`src/rtl/frame_pkg.sv`:
```
// rtl/frame_pkg.sv - shared state encoding and default widths for the frame timer
package frame_pkg;

    localparam int PIX_W_DEF  = 6;
    localparam int LINE_W_DEF = 5;
    localparam int FRM_W_DEF  = 8;

    typedef enum logic [1:0] {
        IDLE = 2'd0,
        RUN  = 2'd1,
        HOLD = 2'd2
    } frame_state_t;

endpackage

```
`src/rtl/wrap_counter.sv`:
```
// rtl/wrap_counter.sv - up-counter that returns to zero after reaching max
// wrap flags the enabled cycle in which the count sits at max and will roll over.
module wrap_counter #(
    parameter int W = 4
) (
    input  logic         clk,
    input  logic         rst,
    input  logic         en,
    input  logic         clr,
    input  logic [W-1:0] max,
    output logic [W-1:0] count,
    output logic         wrap
);

    assign wrap = en && !clr && (count == max);

    always_ff @(posedge clk or posedge rst) begin
        if (rst) begin
            count <= '0;
        end else if (clr) begin
            count <= '0;
        end else if (en) begin
            if (count == max) begin
                count <= '0;
            end else begin
                count <= count + W'(1);
            end
        end
    end

endmodule

```
`src/rtl/frame_timer.sv`:
```
// rtl/frame_timer.sv - pixel/line raster timer with free-run and single-shot frames
// Limits and mode are captured at start so a running frame is immune to input changes.
module frame_timer
    import frame_pkg::*;
#(
    parameter int PIX_W  = PIX_W_DEF,
    parameter int LINE_W = LINE_W_DEF,
    parameter int FRM_W  = FRM_W_DEF
) (
    input  logic              clk,
    input  logic              rst,
    input  logic              enb,
    input  logic              clr,
    input  logic              start,
    input  logic              mode,
    input  logic [PIX_W-1:0]  pix_max,
    input  logic [LINE_W-1:0] line_max,
    output logic [PIX_W-1:0]  pix_idx,
    output logic [LINE_W-1:0] line_idx,
    output logic              newLine,
    output logic              endFrame,
    output logic              busy,
    output logic [FRM_W-1:0]  frm_cnt
);

    frame_state_t      state;
    logic [PIX_W-1:0]  sh_pix_max;
    logic [LINE_W-1:0] sh_line_max;
    logic              sh_mode;
    logic              cnt_en;
    logic              pix_wrap;
    logic              line_wrap;

    assign cnt_en = (state == RUN) && enb && !clr;

    wrap_counter #(.W(PIX_W)) u_pix (
        .clk   (clk),
        .rst   (rst),
        .en    (cnt_en),
        .clr   (clr),
        .max   (sh_pix_max),
        .count (pix_idx),
        .wrap  (pix_wrap)
    );

    // The line counter only advances on a pixel wrap, so its wrap marks frame end.
    wrap_counter #(.W(LINE_W)) u_line (
        .clk   (clk),
        .rst   (rst),
        .en    (pix_wrap),
        .clr   (clr),
        .max   (sh_line_max),
        .count (line_idx),
        .wrap  (line_wrap)
    );

    always_ff @(posedge clk or posedge rst) begin
        if (rst) begin
            state       <= IDLE;
            sh_pix_max  <= '0;
            sh_line_max <= '0;
            sh_mode     <= 1'b0;
            newLine     <= 1'b0;
            endFrame    <= 1'b0;
            busy        <= 1'b0;
            frm_cnt     <= '0;
        end else if (clr) begin
            state    <= IDLE;
            newLine  <= 1'b0;
            endFrame <= 1'b0;
            busy     <= 1'b0;
            frm_cnt  <= '0;
        end else begin
            newLine  <= pix_wrap;
            endFrame <= line_wrap;
            if (line_wrap && (frm_cnt != '1)) begin
                frm_cnt <= frm_cnt + FRM_W'(1);
            end
            case (state)
                IDLE: begin
                    if (start) begin
                        state       <= RUN;
                        busy        <= 1'b1;
                        sh_pix_max  <= pix_max;
                        sh_line_max <= line_max;
                        sh_mode     <= mode;
                    end
                end
                RUN: begin
                    if (line_wrap && sh_mode) begin
                        state <= HOLD;
                        busy  <= 1'b0;
                    end
                end
                HOLD: begin
                    // Waiting for start to drop keeps a held-high start from retriggering.
                    if (!start) begin
                        state <= IDLE;
                    end
                end
                default: begin
                    state <= IDLE;
                    busy  <= 1'b0;
                end
            endcase
        end
    end

endmodule

```
`config.mk`:
```
export PLATFORM = sky130hd
export DESIGN_NAME = frame_timer
export DESIGN_NICKNAME = d
export VERILOG_FILES = /design/src/rtl/frame_pkg.sv /design/src/rtl/wrap_counter.sv /design/src/rtl/frame_timer.sv
export SDC_FILE = /design/constraint.sdc
export NUM_CORES = 1
export LEC_CHECK = 0
export BUFFER_PORTS_ARGS = -buffer_cell sky130_fd_sc_hd__buf_2
export CAP_MARGIN = 20
export CORE_MARGIN = 2
export CORE_UTILIZATION = 49
export DETAILED_ROUTE_END_ITERATION = 8
export GPL_ROUTABILITY_DRIVEN = 0
export GPL_TIMING_DRIVEN = 0
export PLACE_DENSITY = 0.75
export SETUP_SLACK_MARGIN = 0.5
export SYNTH_ARGS = -nofsm -noshare
export SYNTH_HDL_FRONTEND = slang
export SYNTH_HIERARCHICAL = 1
export SYNTH_SLANG_ARGS = --single-unit
```
`constraint.sdc`:
```
create_clock -name clk -period 2.7 [get_ports clk]
set_clock_uncertainty 0.2 [all_clocks]
set_input_delay 0.54 -clock clk [delete_from_list [all_inputs] [get_ports clk]]
set_output_delay 0.54 -clock clk [all_outputs]
set_load 0.01 [all_outputs]
```
# Yosys cells after proc, flatten, opt, wreduce, memory -nomap -nowiden
# Cells that the tools add are included.
# W data, S select, Z words.
# word_totals
regBits	36
output_inout_bits	22
word_cells	58
# op_classes
n_addsub	3
eq_ne	9
mux	19
bitwise_logic	1
reduce_logical	16
# op_table
operator	count
$mux W6	3
$mux W8	2
$mux W5	3
$reduce_and A3 Y1	3
$add A8 B1 Y8 const B	1
$logic_and A1 B1 Y1	8
$mux W2	4
$ne A8 B8 Y1 const B	1
$add A6 B1 Y6 const B	1
$eq A6 B6 Y1	1
$ne A3 B3 Y1 const B	2
$pmux W2 S3	1
$reduce_bool A2 Y1	3
$add A5 B1 Y5 const B	1
$eq A5 B5 Y1	1
$mux W1	5
$ne A3 B2 Y1 const B	1
$pmux W1 S3	1
$eq A2 B1 Y1 const B	1
$eq A2 B2 Y1 const B	1
$logic_not A2 Y1	1
$ne A2 B2 Y1 const B	1
$logic_not A1 Y1	1
$not A1 Y1	1

# Longest topological paths before layout
# logic_depth
word_depth	11
ltp_mapped	10

# Cells and area by module
# Netlist, hierarchy kept.
# modules_own_cells
mod	instances	cells_each	area_per_inst_um2	seq_area_each_um2
frame_timer	1	93	1201.2	625.6
wrap_counter (u_pix)	1	35	382.9	150.1
wrap_counter (u_line)	1	34	351.6	125.1

# Least setup slack after synthesis
# OpenSTA, ideal clock, no wires.
# synth_timing
kind	input port to flip-flop
start	in clr
end	reg frm_cnt[3]
setup_time_ns	0.125
t_arrival_ns	2.445
t_required_ns	2.375
slack_ns	-0.070
stages	10
path_cell_list	nor2_1 -> and3_1 -> nor2b_1 -> and2b_2 -> buf_2 -> and4b_1 -> buf_2 -> nand4_1 -> a21oi_2 -> mux2_4
# synth_between
elab_chain_len	8
elab_cells_between_ends	9
classes_between	mux (1); reduce/logical (8)
# synth_rtl
item	line_no	text
from (decl)	frame_timer.sv:13	input logic clr,
$logic_not A1 Y1	frame_timer.sv:34	assign cnt_en = (state == RUN) && enb && !clr;
$logic_and A1 B1 Y1	frame_timer.sv:34	
via cnt_en	frame_timer.sv:30	logic cnt_en;
$logic_and A1 B1 Y1 (2 in series)	wrap_counter.sv:15	assign wrap = en && !clr && (count == max);
via pix_wrap	frame_timer.sv:31	logic pix_wrap;
$logic_and A1 B1 Y1 (2 in series)	wrap_counter.sv:15	
via line_wrap	frame_timer.sv:32	logic line_wrap;
$logic_and A1 B1 Y1	frame_timer.sv:76	if (line_wrap && (frm_cnt != '1)) begin
$reduce_bool A2 Y1 (no line)	-	
to (signal assigned)	frame_timer.sv:77	frm_cnt <= frm_cnt + FRM_W'(1);
to (decl)	frame_timer.sv:23	output logic [FRM_W-1:0] frm_cnt
# The timed path passes the listed nets, and every way through them passes these cells.
# A chain may end at the register's enable or synchronous reset.

# Worst setup path in the final report
# layout_timing
start	reg u_pix.count[4]
end	reg u_pix.count[3]
# layout_between
elab_chain_len	4
# layout_rtl
item	line_no	text
from (decl)	wrap_counter.sv:11	output logic [W-1:0] count,
from (signal assigned)	wrap_counter.sv:26	count <= count + W'(1);
$eq A6 B6 Y1	wrap_counter.sv:23	if (count == max) begin
$mux W6	wrap_counter.sv:23	
$mux W6	wrap_counter.sv:22	end else if (en) begin
$mux W6	wrap_counter.sv:20	end else if (clr) begin
# No other way between the ends. The select of a mux whose other input is x is not followed.

==> results.toml <==
[placed_design]
dp_slack_ps = -330
io_buffers = 38
postPlaceCellArea_sq_um = 2220
dp_hpwl_mm = 2.97

[clock_network]
cts_tree = "built"
cts_buffer_depth = 2
clock_sinks = 36
cts_inserted_buffers = 5
clkSlewWorstSetupHoldPaths_ps = 70
cts-htree-levels = 2
insertion_delay_ps = 290
cts_root_buf = "clkbuf_8"

[final_layout]
syn2layout_area_growth_pct = 33.2
insertedDiodeCount = 0
fin_nets = 252
final_cell_area_sq_um = 2580
fillCellCount = 260
drive_gt1_share_pct = 45.5
post-route-util_pct = 69.4

[pwr]
pwr-share-comb_pct = 16.1
p_clk_share_pct = 32.6
p_sw_uw = 315
switching_share_pct = 25.9
total_power_uw = 1220
leakagePower_uw = 0.00125
seqPwrFrac_pct = 51.3
p_int_uw = 900
peakVddDrop_uv = 286
p_per_area_nw_per_um2 = 471

[sta]
worst_pin_slew_ps = 441
finalCriticalPeriod_ps = 2610
finalCritPeriodShare_pct = 96.8
holdWs_ps = 271
finalMaxSlewViolations = 0
setup_viol_count_final = 0
fmax_mhz = 383
rsz0062_at_grt = "yes"
layout_setup_ws_ps = 87.3
relSlewSlack_pct = 70.6
finalHoldViolations = 0

[detailed_routing]
firstDrtPassIters = 4
drtAntennaViolNets = 0
vias_per_cell = 5.48
wire_per_inst_um = 15.9
vias = 1541
routed_wl_mm = 4.46
drc = 0
dr.first_iter.drc_count = 137

[logic_synthesis]
synth_edf_count = 0
synth-seq-cells = 36
yosysTopAreaCell = "dfrtp_1"
syn-cell-area_sq_um = 1940
synth_cell_types = 46
netlist_top_cells_area = "dfrtp_1 (47%), mux2_4 (8.5%), xor2_1 (5.9%)"
syn_avg_cell_area_sq_um = 11.9
seq_area_frac_synth_pct = 46.5
synth_ff_type = "dfrtp_1"
async_flop_share_pct = 100
syn_nets = 182
ys_warn_count = 6
yosysTopAreaCellShare_pct = 46.5
synth_cells = 162

[global_route]
grt_usage_pct = 21.9
grt_max_degree = 26
grt_pass1_wl_mm = 7.04
grt_pass1_vias = 1476
grt_antenna_before_repair = 0
gr-total-overflow = 0

[hold_path]
hold_class = "input pin to flop"

[floorplanning]
fp.dieW_um = 66.9
die_y_um = 66.9
rows = 22
start_util_pct = 52.1
core_sq_um = 3720
io_pins = 39
dieArea_sq_um = 4470

[outcome]
status = "complete, no violations"

[critical_path]
crit_path_start_kind = "flop"
crit_required_ps = 2690
path_class = "flop to flop"
crit_arrival_ps = 2600
path_max_fanout = 6
endpoint_kind = "flop"

[job]
max-cap-violations = 0
## path summary, 6_finish.rpt
path	slack (ps)	end	cells after the start	startpoint
setup / recovery	90	u_pix/count[3]	13	u_pix/count[4]
hold / removal	270	sh_mode	2	mode
setup reg to reg	90	u_pix/count[3]	13	u_pix/count[4]
hold reg to reg	320	sh_line_max[4]	1	sh_line_max[4]
max in group asynchronous	1460	sh_line_max[4]	4	rst
min in group asynchronous	500	sh_line_max[0]	3	rst
## stage by stage
stage	instances	setup TNS (ps)
after floorplan	162	0
after global placement	248	-1090
after detailed placement	248	-1520
after CTS	273	0
after global routing	281	-28.5
final	281	0
## state kept, by name, indices dropped and copies added, names as in the netlist
| register | flops |
|---|---|
| newLine | 1 |
| state | 2 |
| sh_line_max | 5 |
| sh_pix_max | 6 |
| endFrame | 1 |
| u_line/count | 5 |
| sh_mode | 1 |
| frm_cnt | 8 |
| u_pix/count | 6 |
| busy | 1 |
## cell usage in the layout (no fill, tap or decap), drive strengths merged, types with 3 or more instances in the layout
| cell type | n |
|---|---|
| nor2b | 4 |
| a21oi | 7 |
| xor2 | 13 |
| and2b | 3 |
| a32o | 5 |
| xnor2 | 6 |
| buf | 66 |
| a21boi | 3 |
| clkbuf | 10 |
| mux2 | 14 |
| ha | 3 |
| dfrtp | 36 |
| nand3 | 6 |
| nand4 | 4 |
| a311oi | 4 |
| inv | 5 |
| nand2 | 5 |
| o21bai | 4 |
| nand2b | 4 |
| nor2 | 6 |
| a211oi | 3 |
## power by group through the flow
stage          logic, uW  clock network (uW)  registers, uW
2_1_floorplan        133                   0            621
3_3_place_gp         163                   0            628
3_5_place_dp         173                   0            632
4_1_cts              186                 409            623
5_1_grt              212                 440            629
6_report             195                 397            623
## logic make-up (layout without fill, tap and decap cells)
family | Yosys count | in the layout | share of synthesized area, %
AOI/OAI and AO/OA | 31 | 31 | 13.1
xor gates and xnor gates | 19 | 19 | 8.60
adders and majority gates | 3 | 3 | 1.94
buffers and inverters | 11 | 82 | 3.04
DFF | 36 | 36 | 46.5
muxes | 15 | 15 | 10.8
and+or+nand+nor | 47 | 47 | 16.0
## layout make-up
cell class | instances | area, sq um | area share, %
multi-input combinational | 115 | 1020 | 39.5
sequential | 36 | 905 | 35.1
timing repair buffer | 63 | 433 | 16.8
clock buffer | 8 | 90.1 | 3.50
tap | 48 | 60.1 | 2.33
buffer | 6 | 52.6 | 2.04
inverter | 5 | 18.8 | 0.728
## cell usage after synthesis, drive strengths merged (3+ instances only)
cell and n:
a21oi 7, inv 5, ha 3, dfrtp 36, a32o 5, a211oi 3, a311oi 4, nand4 4
xor2 13, nand2 5, a21boi 3, buf 4, mux2 14, nor2 6, nand3 6, o21bai 4
nor2b 4, nand2b 4, and2b 3, xnor2 6
## timing repair
item | in CTS | in global routing
hold buffers | 1 | 0
setup endpoints to repair | 15 | 23
hold endpoints to repair | 11 | 0
resized for setup | 11 | 7
pin swaps | 12 | 8
buffers inserted | 16 | 7
## worst max-delay path, stage by stage (launching register included)
cell	delay, ps
dfrtp_2	420
xor2_1	170
nor4_2	310
nand3_2	110
buf_4	160
buf_6	100
buf_4	120
buf_4	120
buf_4	120
buf_4	120
buf_6	100
buf_6	100
buf_6	120
a32o_1	230
## metal layers
layer / global-route usage [%] / share of wire (%)
met4: 8.42 / 1.2
met5: 0 / 0
met3: 6.42 / 4.0
met2: 36.6 / 52
met1: 26.6 / 43
No activity file was read; power rests on OpenSTA's default activity.
